===== src/rtl/stream_demux_router_if.sv =====
// Stream demux bus: one producer side, CHANNELS consumer sides.
// Carries the input beat, its handshake and the flattened output channels.
interface stream_demux_router_if #(
    parameter int WIDTH    = 8,
    parameter int CHANNELS = 4
);
    localparam int SEL_W = $clog2(CHANNELS);

    logic [WIDTH-1:0]          in_data;
    logic [SEL_W-1:0]          in_sel;
    logic                      in_last;
    logic                      in_valid;
    logic                      in_ready;
    logic [CHANNELS*WIDTH-1:0] out_data;
    logic [CHANNELS-1:0]       out_last;
    logic [CHANNELS-1:0]       out_valid;
    logic [CHANNELS-1:0]       out_ready;

    modport master (
        output in_data, in_sel, in_last, in_valid, out_ready,
        input  in_ready, out_data, out_last, out_valid
    );

    modport slave (
        input  in_data, in_sel, in_last, in_valid, out_ready,
        output in_ready, out_data, out_last, out_valid
    );
endinterface


===== src/rtl/stream_demux_router.sv =====
// Registered 1-to-N valid/ready stream demux, one output register per channel.
// Define DEMUX_PKT_LOCK_EN to hold the route for a whole packet.
module stream_demux_router #(
    parameter int WIDTH    = 8,
    parameter int CHANNELS = 4
) (
    input  logic                  clk,
    input  logic                  rst_n,
    stream_demux_router_if.slave  bus,
    output logic                  err_sel,
    output logic [7:0]            drop_cnt
);
    localparam int SEL_W = $clog2(CHANNELS);

    logic [WIDTH-1:0]    data_q [CHANNELS];
    logic [CHANNELS-1:0] last_q;
    logic [CHANNELS-1:0] valid_q;
    logic [CHANNELS-1:0] free_v;
    logic [CHANNELS-1:0] load;
    logic [SEL_W-1:0]    dst;
    logic                dst_ok;
    logic                accept;

`ifdef DEMUX_PKT_LOCK_EN
    localparam logic [0:0] IDLE = 1'b0;
    localparam logic [0:0] BUSY = 1'b1;

    logic [0:0]       state;
    logic [SEL_W-1:0] lock_sel;

    assign dst = (state == BUSY) ? lock_sel : bus.in_sel;

    always_ff @(posedge clk or negedge rst_n) begin
        if (!rst_n) begin
            state    <= IDLE;
            lock_sel <= '0;
        end else if (accept) begin
            if (state == IDLE && !bus.in_last) begin
                state    <= BUSY;
                lock_sel <= bus.in_sel;
            end else if (state == BUSY && bus.in_last) begin
                state <= IDLE;
            end
        end
    end
`else
    assign dst = bus.in_sel;
`endif

    // A register can take a beat in the same cycle its consumer drains it.
    assign free_v       = ~valid_q | bus.out_ready;
    assign dst_ok       = (32'(dst) < CHANNELS);
    assign bus.in_ready = dst_ok ? free_v[dst] : 1'b1;
    assign accept       = bus.in_valid & bus.in_ready;

    always_comb begin
        load = '0;
        if (accept && dst_ok)
            load[dst] = 1'b1;
    end

    always_ff @(posedge clk or negedge rst_n) begin
        if (!rst_n) begin
            data_q  <= '{default: '0};
            last_q  <= '0;
            valid_q <= '0;
        end else begin
            for (int k = 0; k < CHANNELS; k++) begin
                if (load[k]) begin
                    data_q[k]  <= bus.in_data;
                    last_q[k]  <= bus.in_last;
                    valid_q[k] <= 1'b1;
                end else if (bus.out_ready[k]) begin
                    valid_q[k] <= 1'b0;
                end
            end
        end
    end

    always_comb begin
        bus.out_data = '0;
        for (int k = 0; k < CHANNELS; k++)
            bus.out_data[k*WIDTH +: WIDTH] = data_q[k];
    end

    assign bus.out_last  = last_q;
    assign bus.out_valid = valid_q;

    // Beats aimed past the last channel are swallowed and counted.
    always_ff @(posedge clk or negedge rst_n) begin
        if (!rst_n) begin
            err_sel  <= 1'b0;
            drop_cnt <= '0;
        end else if (accept && !dst_ok) begin
            err_sel <= 1'b1;
            if (drop_cnt != 8'hFF)
                drop_cnt <= drop_cnt + 8'd1;
        end
    end
endmodule

===== src/flat_wrapper.sv =====
// flat-port wrapper written by rule: the top's interface ports become plain ports
module stream_demux_router_flat 
#(
    parameter int WIDTH    = 8,
    parameter int CHANNELS = 4
)
  (clk, rst_n, err_sel, drop_cnt, bus_in_data, bus_in_sel, bus_in_last, bus_in_valid, bus_out_ready, bus_in_ready, bus_out_data, bus_out_last, bus_out_valid);
  stream_demux_router_if #(.WIDTH(WIDTH), .CHANNELS(CHANNELS)) bus_i ();
  input  logic clk;
  input  logic rst_n;
  output logic err_sel;
  output logic [7:0] drop_cnt;
  input wire logic [$bits(bus_i.in_data)-1:0] bus_in_data;
  input wire logic [$bits(bus_i.in_sel)-1:0] bus_in_sel;
  input wire logic [$bits(bus_i.in_last)-1:0] bus_in_last;
  input wire logic [$bits(bus_i.in_valid)-1:0] bus_in_valid;
  input wire logic [$bits(bus_i.out_ready)-1:0] bus_out_ready;
  output wire logic [$bits(bus_i.in_ready)-1:0] bus_in_ready;
  output wire logic [$bits(bus_i.out_data)-1:0] bus_out_data;
  output wire logic [$bits(bus_i.out_last)-1:0] bus_out_last;
  output wire logic [$bits(bus_i.out_valid)-1:0] bus_out_valid;
  assign bus_i.in_data = bus_in_data;
  assign bus_i.in_sel = bus_in_sel;
  assign bus_i.in_last = bus_in_last;
  assign bus_i.in_valid = bus_in_valid;
  assign bus_i.out_ready = bus_out_ready;
  assign bus_in_ready = bus_i.in_ready;
  assign bus_out_data = bus_i.out_data;
  assign bus_out_last = bus_i.out_last;
  assign bus_out_valid = bus_i.out_valid;
  stream_demux_router #(.WIDTH(WIDTH), .CHANNELS(CHANNELS)) u_core (.clk(clk), .rst_n(rst_n), .bus(bus_i), .err_sel(err_sel), .drop_cnt(drop_cnt));
endmodule

===== config.mk =====
export PLATFORM = sky130hd
export DESIGN_NAME = stream_demux_router_flat
export DESIGN_NICKNAME = d
export VERILOG_FILES = /design/src/rtl/stream_demux_router_if.sv /design/src/rtl/stream_demux_router.sv /design/src/flat_wrapper.sv
export SDC_FILE = /design/constraint.sdc
export NUM_CORES = 1
export LEC_CHECK = 0
export CAP_MARGIN = 40
export CORE_MARGIN = 5
export CORE_UTILIZATION = 47
export DETAILED_ROUTE_END_ITERATION = 12
export PLACE_DENSITY_LB_ADDON = 0.08
export SYNTH_ARGS = -nofsm -noshare
export SYNTH_HDL_FRONTEND = slang
export SYNTH_SLANG_ARGS = --single-unit
export TNS_END_PERCENT = 50

===== constraint.sdc =====
create_clock -name clk -period 4.25 [get_ports clk]
set_input_delay 1.275 -clock clk [delete_from_list [all_inputs] [get_ports clk]]
set_output_delay 1.275 -clock clk [all_outputs]
set_load 0.005 [all_outputs]

Word level (Yosys, flattened, before mapping)
Cells that the tools add are included.
{"block": "op_classes", "magnitude_cmp": 2, "n_mux": 13, "n_bitwise": 3, "n_reduce_logical": 5}
{"op": "1-bit two-way mux", "n": 10}
{"op": "2-bit nonzero test", "n": 4}
{"op": "4-bit two-way mux", "n": 1}
{"op": "4-bit NOT", "n": 1}
{"op": "4-bit OR", "n": 1}
{"op": "2-bit by 3-bit < comparator with 1-bit output (second input constant)", "n": 1}
{"op": "1-bit binary-select mux with 2-bit select", "n": 1}
{"op": "1-bit demux with 2-bit select", "n": 1}
{"op": "2-bit by 1-bit >= comparator with 1-bit output (second input constant)", "n": 1}
{"op": "1-bit bitwise AND", "n": 1}
{"op": "1-bit logical AND", "n": 1}
{"block": "totals", "ff_bits": 40, "output_inout_bits": 50, "elab_cells": 35}

Logic depth before layout (Yosys ltp)
Gate-level depths: netlist (run 1).
{"block": "logic_depth", "word_depth": 7, "ltp_mapped": 4}

Worst setup path after synthesis (run 1)
OpenSTA, ideal clock, no wires.
{"block": "synth_path", "kind": "input to output", "startpoint": "input port bus_out_ready[2]", "endpoint": "output port bus_in_ready", "arrival_time_ns": 1.932, "required_time_ns": 2.975, "path_slack_ns": 1.043, "cell_stages": 2, "cell_sequence": "nand2b_1 > mux4_1"}
{"block": "synth_via", "elab_chain_cells": 3}
{"element": "start, declared", "line": "flat_wrapper.sv:17", "rtl": "input wire logic [$bits(bus_i.out_ready)-1:0] bus_out_ready;"}
{"element": "4-bit OR", "line": "stream_demux_router.sv:51", "rtl": "assign free_v = ~valid_q | bus.out_ready;"}
{"element": "1-bit binary-select mux with 2-bit select", "line": "stream_demux_router.sv:53", "rtl": "assign bus.in_ready = dst_ok ? free_v[dst] : 1'b1;"}
{"element": "1-bit two-way mux (not written as such)", "line": "stream_demux_router.sv:53"}
{"element": "end, declared", "line": "flat_wrapper.sv:18", "rtl": "output wire logic [$bits(bus_i.in_ready)-1:0] bus_in_ready;"}
No other way between the ends. The select of a mux whose other input is x is not followed.

Worst setup path after layout (run 1)
{"block": "layout_path", "startpoint": "input port bus_out_ready[0]", "endpoint": "output port bus_in_ready"}
The elaborated chain is that of the path after synthesis.

==> impl_metrics.py, run 1 <==
metrics = {
    "layout": {
        "nFillCells": 265,
        "regArea_um2": 1001,
        "final_util_pct": 67.46,
        "area_growth_pct": 39.11,
        "final_cells": 218,
        "layout-drive-gt1-share_pct": 30.59,
        "nets": 187,
        "antenna_cells": 0,
        "final_area_um2": 2470,
        "multiInputGateArea_um2": 679.4,
    },
    "sta": {
        "finalCritPeriodShare_pct": 96.13,
        "hold_violations": 0,
        "setup-violations-final": 0,
        "fin_crit_ps": 4085,
        "final-max-slew-violation-count": 0,
        "max_slew.worst_pin.slew_ps": 868.6,
        "finClkSkew_ps": 3.224,
        "slew_headroom_pct": 41.84,
        "setup_ws_ps": 164.7,
        "rsz0062_at_grt": "false",
        "holdWs_ps": 507.1,
        "fmax_mhz": 244.8,
        "finalSetupTns_ps": 0,
    },
    "critical_path": {
        "crit_required_ps": 2970,
        "start_kind": "input port",
        "cpMostUsedCell": "clkdlybuf4s50_1",
        "slowest_delay_ps": 500,
        "end_kind": "output pin",
        "setup.worst_path.end": "bus_in_ready",
        "crit_fanout": 3,
        "rr_endpoint": "u_core.bus.out_data[15]",
        "reg2reg_from": "u_core.bus.out_valid[1]",
        "critPathKind": "in2out",
        "cp.arrival_ps": 2810,
        "worstSetupStartpoint": "bus_out_ready[0]",
        "slowest_stage": "mux4_1",
        "r2r_cells": 3,
        "crit_chain": "clkdlybuf4s50_1 -> nand2b_1 -> mux4_1 -> clkdlybuf4s50_1",
        "reg2reg_slack_ps": 2520,
    },
    "place": {
        "place_area_um2": 2344,
        "dp.cells": 210,
        "place_ws_ps": 154.6,
        "gp_congestion": 0.6994,
        "hpwlAfterDp_mm": 2.590,
        "place.port_buffers": 58,
    },
    "power": {
        "cellPowerDensity_nw_per_um2": 466.9,
        "leakagePower_nw": 1.116,
        "total_power_mw": 1.153,
        "vdd_drop_max_v": 0.0002859,
    },
    "synth": {
        "yosysWarnings": 0,
        "ys_ff_latch": 40,
        "ys_seq_area_share_pct": 56.38,
        "synth_common_cells": "dfrtp_1, mux2_4, buf_4, mux2_2, nand2_1",
        "synthTopCellsByArea": "dfrtp_1, mux2_4, mux2_2",
        "synth_top_flop_cell": "dfrtp_1",
        "synthCells": 107,
        "syn_area_um2": 1775,
        "yosysMostFrequentCell": "dfrtp_1",
        "synth.largest_area_cell": "dfrtp_1",
        "synth_edf_count": 0,
        "synth_top_area_share_pct": 56.38,
        "avgSynthCellArea_um2": 16.59,
        "synth-async-reset-ratio_pct": 100.0,
        "ys_types": 18,
    },
    "clock_network": {
        "htree_levels": 2,
        "cts_tree": "yes",
        "hold_buffers": 0,
        "clkSlewWorstSetupHoldPaths_ps": 80,
        "numCtsBuffers": 5,
        "clockBufferDepth": 2,
        "clock-sinks": 40,
        "post_cts_resized": 0,
        "clk_latency_ps": 290,
        "post_cts_buffers": 0,
        "root_buffer": "clkbuf_8",
    },
    "die": {
        "die_y_um": 71.46,
        "dieArea_um2": 5107,
        "row_count": 22,
        "core_um2": 3661,
        "io_pins": 68,
        "die_x_um": 71.46,
        "start_util_pct": 48.50,
    },
    "route": {
        "wire_per_inst_um": 16.64,
        "highest_layer": "met4",
        "antenna_left": 0,
        "first_iter_violations": 44,
        "routed_wl_mm": 3.628,
        "via_per_inst": 4.798,
        "drc": 0,
        "wl_met2_mm": 1.618,
        "first_pass_iters": 3,
        "wl_met1_mm": 1.672,
        "wl_met3_um": 284,
        "vias": 1046,
    },
    "global_route": {
        "grt_overflow_total": 0,
        "grt_pass1_wl_mm": 5.713,
        "antenna_found_initial": 0,
        "grt_max_degree": 39,
        "track_usage_pct": 14.73,
        "grt_pass1_vias": 1103,
    },
    "run": {
        "cap_violations": 0,
    },
    "worst_hold_path": {
        "holdCritPathClass": "reg2reg",
        "hold_start": "u_core.bus.out_data[11]",
    },
    "outcome": {
        "outcome": "complete, no violations",
    },
}
layout make-up:
type	count	share of cell area, %
multi-input combinational	62	27.51
clock buffer	7	3.901
tap	48	2.432
clock inverter	1	1.216
timing repair buffer	60	24.42
sequential	40	40.53
flip-flops by register name (all words and copies together), names as in the netlist:
signal	cells
u_core.bus.out_data	32
u_core.bus.out_last	4
u_core.bus.out_valid	4
worst min-delay path by stage:
stage	endpoint	cells past startpoint
6_report	u_core.bus.out_data[11]	1
5_1_grt	u_core.bus.out_data[1]	1
4_1_cts	u_core.bus.out_data[11]	1
3_5_place_dp	u_core.bus.out_data[11]	1
3_3_place_gp	u_core.bus.out_last[1]	1
2_1_floorplan	u_core.bus.out_valid[2]	2
cell families (layout without fill, tap and decap cells):
kind of cell	Yosys count	count (layout)	share of synthesized area, %
buffers and inverters	13	68	7.047
and+or+nand+nor	15	15	6.060
DFF	40	40	56.38
other	1	9	0.2112
AOI/OAI and AO/OA	1	1	0.2816
muxes	37	37	30.02
cell usage in the layout, fill, tap and decap left out:
cell type and count:
o21ai_0 1, nor2b_4 1, buf_12 1, nand3b_1 1, buf_4 1, nor3b_2 1, conb_1 9, buf_2 1
clkbuf_8 7, dfrtp_1 40, bufinv_16 1, nor2b_2 1, and3_4 1, nand2_1 5, mux2_2 9, mux2_4 27
mux4_1 1, clkdlybuf4s50_1 57, nand2b_1 4, nand3_2 1
worst max-delay path: cells and delay by family:
family                 cells  cell delay (ps)
multiplexers               1              500
AND/OR/NAND/NOR            1              180
buffers and inverters      2              860
power by group:
| group | internal [mW] | switching, mW |
|---|---|---|
| combinational | 0.232 | 0.0856 |
| clock | 0.207 | 0.129 |
| sequential | 0.456 | 0.0439 |
| total | 0.895 | 0.258 |
metal layers:
metal	up-vias	track usage [%]
met3	6	6.732
met1	528	18.59
met5	-	0
li1	472	-
met2	40	22.45
met4	0	5.010
No activity file was read; power rests on OpenSTA's default activity.
==> inputs of run 2 (changes only) <==
--- a/config.mk
+++ b/config.mk
@@ -5,6 +5,7 @@
 export SDC_FILE = /design/constraint.sdc
 export NUM_CORES = 1
 export LEC_CHECK = 0
+export ABC_CLOCK_PERIOD_IN_PS = 4250
 export CAP_MARGIN = 40
 export CORE_MARGIN = 5
 export CORE_UTILIZATION = 47
==> results of run 2 <==
Same layout as run 1: the final DEF is identical, and so are final timing and power.
==> inputs of run 3 (changes only) <==
--- a/config.mk
+++ b/config.mk
@@ -9,6 +9,7 @@
 export CAP_MARGIN = 40
 export CORE_MARGIN = 5
 export CORE_UTILIZATION = 47
+export CTS_CLUSTER_DIAMETER = 200
 export DETAILED_ROUTE_END_ITERATION = 12
 export PLACE_DENSITY_LB_ADDON = 0.08
 export SYNTH_ARGS = -nofsm -noshare
==> results of run 3 <==
Same layout as run 1: the final DEF is identical, and so are final timing and power.
